$ cat src/rtl/shifter_pkg.sv
// Shared encodings for the iterative shift unit: operation modes and controller states.
package shifter_pkg;

    typedef enum logic [1:0] {
        SH_SLL = 2'b00,
        SH_SRL = 2'b01,
        SH_SRA = 2'b10,
        SH_ROL = 2'b11
    } shmode_e;

    typedef enum logic [1:0] {
        IDLE  = 2'b00,
        SHIFT = 2'b01,
        DONE  = 2'b10
    } state_e;

endpackage

$ cat src/rtl/shift_step.sv
// Combinational single-step shifter: moves data_i by k_i (0..STEP) positions per mode_i.
module shift_step
    import shifter_pkg::*;
#(
    parameter int WIDTH = 32,
    parameter int STEP  = 1,
    parameter int KW    = $clog2(STEP + 1)
) (
    input  logic [WIDTH-1:0] data_i,
    input  logic [KW-1:0]    k_i,
    input  logic [1:0]       mode_i,
    output logic [WIDTH-1:0] data_o
);

    logic signed [WIDTH-1:0] sdata;

    always_comb begin
        sdata  = $signed(data_i);
        data_o = data_i;
        case (mode_i)
            SH_SLL:  data_o = data_i << k_i;
            SH_SRL:  data_o = data_i >> k_i;
            SH_SRA:  data_o = $unsigned(sdata >>> k_i);
            // A right shift by WIDTH yields zero, so k_i == 0 passes data through.
            default: data_o = (data_i << k_i) | (data_i >> (WIDTH - int'(k_i)));
        endcase
    end

endmodule

$ cat src/rtl/iter_shifter.sv
// Multi-cycle shift unit: SLL/SRL/SRA/ROL by a run-time amount, STEP positions per clock,
// with a start/busy/done handshake so the ALU control can stall on busy_o.
module iter_shifter
    import shifter_pkg::*;
#(
    parameter int WIDTH = 32,
    parameter int STEP  = 1,
    parameter int SHW   = $clog2(WIDTH)
) (
    input  logic             clk_i,
    input  logic             rst_i,
    input  logic             start_i,
    input  logic [1:0]       mode_i,
    input  logic [WIDTH-1:0] data_i,
    input  logic [SHW-1:0]   shamt_i,
    output logic             busy_o,
    output logic             done_o,
    output logic [WIDTH-1:0] data_o
);

    localparam int KW = $clog2(STEP + 1);

    state_e           state_q, state_d;
    logic [WIDTH-1:0] acc_q, acc_d;
    logic [WIDTH-1:0] res_q, res_d;
    logic [SHW:0]     rem_q, rem_d;
    logic [1:0]       mode_q, mode_d;
    logic [KW-1:0]    k;
    logic             last;
    logic [WIDTH-1:0] step_out;

    // When rem_q <= STEP it fits in KW bits, so the low slice is the exact amount.
    always_comb begin
        last = (rem_q <= (SHW+1)'(STEP));
        k    = last ? rem_q[KW-1:0] : KW'(STEP);
    end

    shift_step #(
        .WIDTH (WIDTH),
        .STEP  (STEP)
    ) u_step (
        .data_i (acc_q),
        .k_i    (k),
        .mode_i (mode_q),
        .data_o (step_out)
    );

    always_comb begin
        state_d = state_q;
        acc_d   = acc_q;
        res_d   = res_q;
        rem_d   = rem_q;
        mode_d  = mode_q;
        case (state_q)
            SHIFT: begin
                acc_d = step_out;
                rem_d = rem_q - (SHW+1)'(k);
                if (last) begin
                    state_d = DONE;
                    res_d   = step_out;
                end
            end
            default: begin
                if (start_i) begin
                    acc_d  = data_i;
                    rem_d  = {1'b0, shamt_i};
                    mode_d = mode_i;
                    if (shamt_i != '0) begin
                        state_d = SHIFT;
                    end else begin
                        state_d = DONE;
                        res_d   = data_i;
                    end
                end else if (state_q == DONE) begin
                    state_d = IDLE;
                end
            end
        endcase
    end

    always_ff @(posedge clk_i or negedge rst_i) begin
        if (!rst_i) begin
            state_q <= IDLE;
            acc_q   <= '0;
            res_q   <= '0;
            rem_q   <= '0;
            mode_q  <= SH_SLL;
        end else begin
            state_q <= state_d;
            acc_q   <= acc_d;
            res_q   <= res_d;
            rem_q   <= rem_d;
            mode_q  <= mode_d;
        end
    end

    assign busy_o = (state_q == SHIFT);
    assign done_o = (state_q == DONE);
    assign data_o = res_q;

endmodule

$ cat config.mk
export PLATFORM = sky130hd
export DESIGN_NAME = iter_shifter
export DESIGN_NICKNAME = d
export VERILOG_FILES = /design/src/rtl/shifter_pkg.sv /design/src/rtl/shift_step.sv /design/src/rtl/iter_shifter.sv
export SDC_FILE = /design/constraint.sdc
export NUM_CORES = 1
export LEC_CHECK = 0
export CORE_UTILIZATION = 57
export DETAILED_ROUTE_END_ITERATION = 10
export HOLD_SLACK_MARGIN = 0.05
export PLACE_DENSITY = 0.86
export REMOVE_ABC_BUFFERS = 1
export SETUP_SLACK_MARGIN = 0.05
export SYNTH_ARGS = -nofsm -noshare
export SYNTH_HDL_FRONTEND = slang
export SYNTH_SLANG_ARGS = --single-unit
$ cat constraint.sdc
create_clock -name clk_i -period 3.7 [get_ports clk_i]
set_clock_uncertainty 0.1 [all_clocks]
set_input_delay 0.74 -clock clk_i [delete_from_list [all_inputs] [get_ports clk_i]]
set_output_delay 0.74 -clock clk_i [all_outputs]
set_load 0.005 [all_outputs]
==> flow_summary.toml <==
[status]
status = "finished, final reports clean"

[floorplan]
rows = 30
die_x_um = 87.9
ios = 76
core_area_um2 = 6940
dieHeight_um = 87.9
initial_utilization = 0.606
die_area_um2 = 7730

[detailed_routing]
viasPerCell = 6.85
wirelength_um = 11700
drc = 0
first_iter_violations = 385
first_pass_iters = 5
drt-wirelength-per-cell_um = 18.9
vias = 4224
drtAntennaViolNets = 0

[global_route]
grt_usage = 0.318
grt_start_max_net_pins = 75
grt_pass1_wl_um = 19200
gr-total-overflow = 0
antenna_found_initial = 0
grt_pass1_vias = 4092

[critical_path]
worstPathArrival_ns = 2.04
startpoint = "state_q[1]"
cp-start-kind = "register"
crit_family = "buffers and inverters"
crit_buf_inv = 2
cp_cell_sequence = "nand2b_2 > inv_1 > clkdlybuf4s50_1"
r2r_end = "acc_q[23]"
crit_path_max_fanout = 38
cp.required_ns = 2.86
crit_type = "register to output pin"
r2r_setup_slack_ns = 0.95
max_stage_delay_ns = 0.57
crit_slowest_cell = "nand2b_2"
rr_worst_depth = 7
crit-reg2reg-launch = "state_q[1]"
cp-end-kind = "output pin"

[timing]
rsz0062_at_grt = "no"
tightest_slew_ns = 1.16
period_share = 0.779
fin_tns_setup_ns = 0
hold_viol_final = 0
max_freq_ghz = 0.347
slew_headroom = 0.226
post-route-min-period_ns = 2.88
drv_slew = 0
finalSetupViolCount = 0

[synth]
ys_seq_area_frac = 0.440
netlist_area_um2 = 4210
synth_seq_cells = 74
netlist_instances = 470
yosys_warnings = 0
avgSynthCellArea_um2 = 8.95
synth.lib_cells_used.distinct = 39

[layout]
num-nets-final = 560
antenna_cells = 0
stdcell_area_um2 = 5130
finalCoreUtilization = 0.738
drive_gt1_frac = 0.129
area_growth_pct = 21.9

[power]
clockPowerShare = 0.094
swShare = 0.445
switchingPower_mw = 2.53
power.leakage_nw = 2.02
pwr-share-seq = 0.285
ir_worst_vdd_uv = 917
combPwrFrac = 0.620
p_int_mw = 3.16
power_density_nw_per_um2 = 1110

[hold_path]
min_to = "rem_q[5]"
whs_path_depth = 1
hold_path_startpoint = "rem_q[5]"
min_path_type = "register to register"

[clock_tree]
cts_tree = "yes"
clk_latency_ns = 0.35
cts.clk_slew.worst_paths_ns = 0.07
cts_buffers = 9
root_buffer = "clkbuf_8"
cts.sink_count = 74
clock_path_buffers = 2
cts_setup_buffers = 0
htree_levels = 3
cts_resized = 0
postCtsHoldBufs = 0

[placement]
gp_congestion = 0.924
port_buffers = 75
placed_area_um2 = 4970
dp_hpwl_um = 6860

[job]
drv_cap = 0
-- power groups by stage --
| stage | registers, mW | logic, mW | clock network, mW |
|---|---|---|---|
| floorplan | 1.54 | 2.36 | 0 |
| global placement | 1.60 | 3.35 | 0 |
| detailed placement | 1.62 | 3.46 | 0 |
| CTS | 1.61 | 3.49 | 0.534 |
| global route | 1.67 | 3.86 | 0.577 |
| finish | 1.62 | 3.53 | 0.538 |
-- cells by family after synthesis --
logic type / synth area share
AOI/OAI and AO/OA: 0.236
xor gates and xnor gates: 0.00416
adders and majority gates: 0.00297
buffers and inverters: 0.0592
DFF: 0.440
muxes: 0.0149
and+or+nand+nor: 0.242
-- area by class of cell --
cell class | count | area [um2]
clock buffers | 11 | 131
clock inverters | 4 | 20.0
multi-input cells | 339 | 2130
well taps | 96 | 120
fillers | 527 | 1820
repair buffers | 87 | 848
flip-flops and latches | 74 | 1850
inverters | 6 | 22.5
-- registers in the layout, indices dropped and copies added (netlist names) --
register	count
acc_q	32
data_o	32
mode_q	2
rem_q	6
state_q	2
-- layout by cell type, fill, tap and decap left out, drive strengths merged, types with 3 or more instances in the layout --
master | Yosys | routed
a21oi | 9 | 9
a311o | 30 | 30
a31oi | 31 | 31
buf | 13 | 13
clkbuf | 38 | 11
clkdlybuf4s50 | 0 | 74
clkinv | 0 | 4
dfrtp | 74 | 74
inv | 6 | 6
mux2i | 4 | 4
nand2 | 97 | 97
nand4 | 30 | 30
nor2 | 10 | 10
nor3 | 62 | 62
o221a | 30 | 30
o22ai | 4 | 4
or2 | 3 | 3
or4 | 3 | 3
-- worst register-to-register path, stage by stage (launching register included) --
cell and delay [ns]:
dfrtp_1 0.39, nand2b_2 0.57, inv_1 0.21, buf_4 0.46
nor2_1 0.18, a21oi_2 0.14, buf_4 0.36, o221a_2 0.28
-- how the worst max path moves through the flow --
stage,end,slack [ns],cells after the start
3_5_place_dp,data_o[29],0.80,6
2_1_floorplan,data_o[0],-1.21,5
6_report,busy_o,0.82,3
5_1_grt,busy_o,0.73,3
3_3_place_gp,data_o[0],0.84,6
4_1_cts,busy_o,0.83,3
-- through the flow --
| step | std cells | total power, mW | hold slack, ns | setup slack (ns) |
|---|---|---|---|---|
| detailed placement | 602 | 5.09 | 0.404 | 0.800 |
| CTS | 617 | 5.64 | 0.414 | 0.829 |
| floorplan | 419 | 3.90 | 0.344 | -1.21 |
| global route | 617 | 6.11 | 0.433 | 0.728 |
| global placement | 602 | 4.95 | 0.395 | 0.836 |
| finish | 617 | 5.69 | 0.409 | 0.818 |
-- per-layer routing --
| layer | vias up | wire length (um) | share of wire | global-route usage |
|---|---|---|---|---|
| li1 | 1883 | - | - | - |
| met1 | 2080 | 4880 | 0.42 | 0.430 |
| met2 | 237 | 5530 | 0.47 | 0.499 |
| met3 | 24 | 1010 | 0.087 | 0.0481 |
| met4 | 0 | 248 | 0.021 | 0.162 |
| met5 | - | 0 | 0 | 0 |
-- synth_stat cells --
cell type	number	area [um2]
and3_1	1	6.26
buf_2	4	20.0
nor2_1	10	37.5
nor4b_4	1	23.8
o221ai_1	1	8.76
o31ai_1	1	7.51
mux2i_1	4	40.0
or2_1	2	12.5
or4_1	3	22.5
or2_2	1	6.26
xor2_1	1	8.76
o221a_2	30	338
a311o_1	30	300
a21o_1	1	7.51
inv_1	6	22.5
mux2_2	2	22.5
o21ai_0	2	10.0
xnor2_1	1	8.76
a221oi_2	1	15.0
buf_1	5	18.8
clkbuf_1	38	143
nand2_1	97	364
a31oi_1	31	194
o22ai_1	4	25.0
buf_6	4	45.0
nand3_1	2	10.0
a21oi_1	9	45.0
or3_1	2	12.5
nor3_1	62	310
a211oi_1	2	15.0
nor2b_1	2	12.5
dfrtp_1	74	1850
and2_1	1	6.26
o211a_1	1	10.0
nand4_1	30	188
nand2b_1	1	6.26
ha_1	1	12.5
a32oi_1	1	8.76
o311a_1	1	10.0
(Power assumes the default switching activity.)
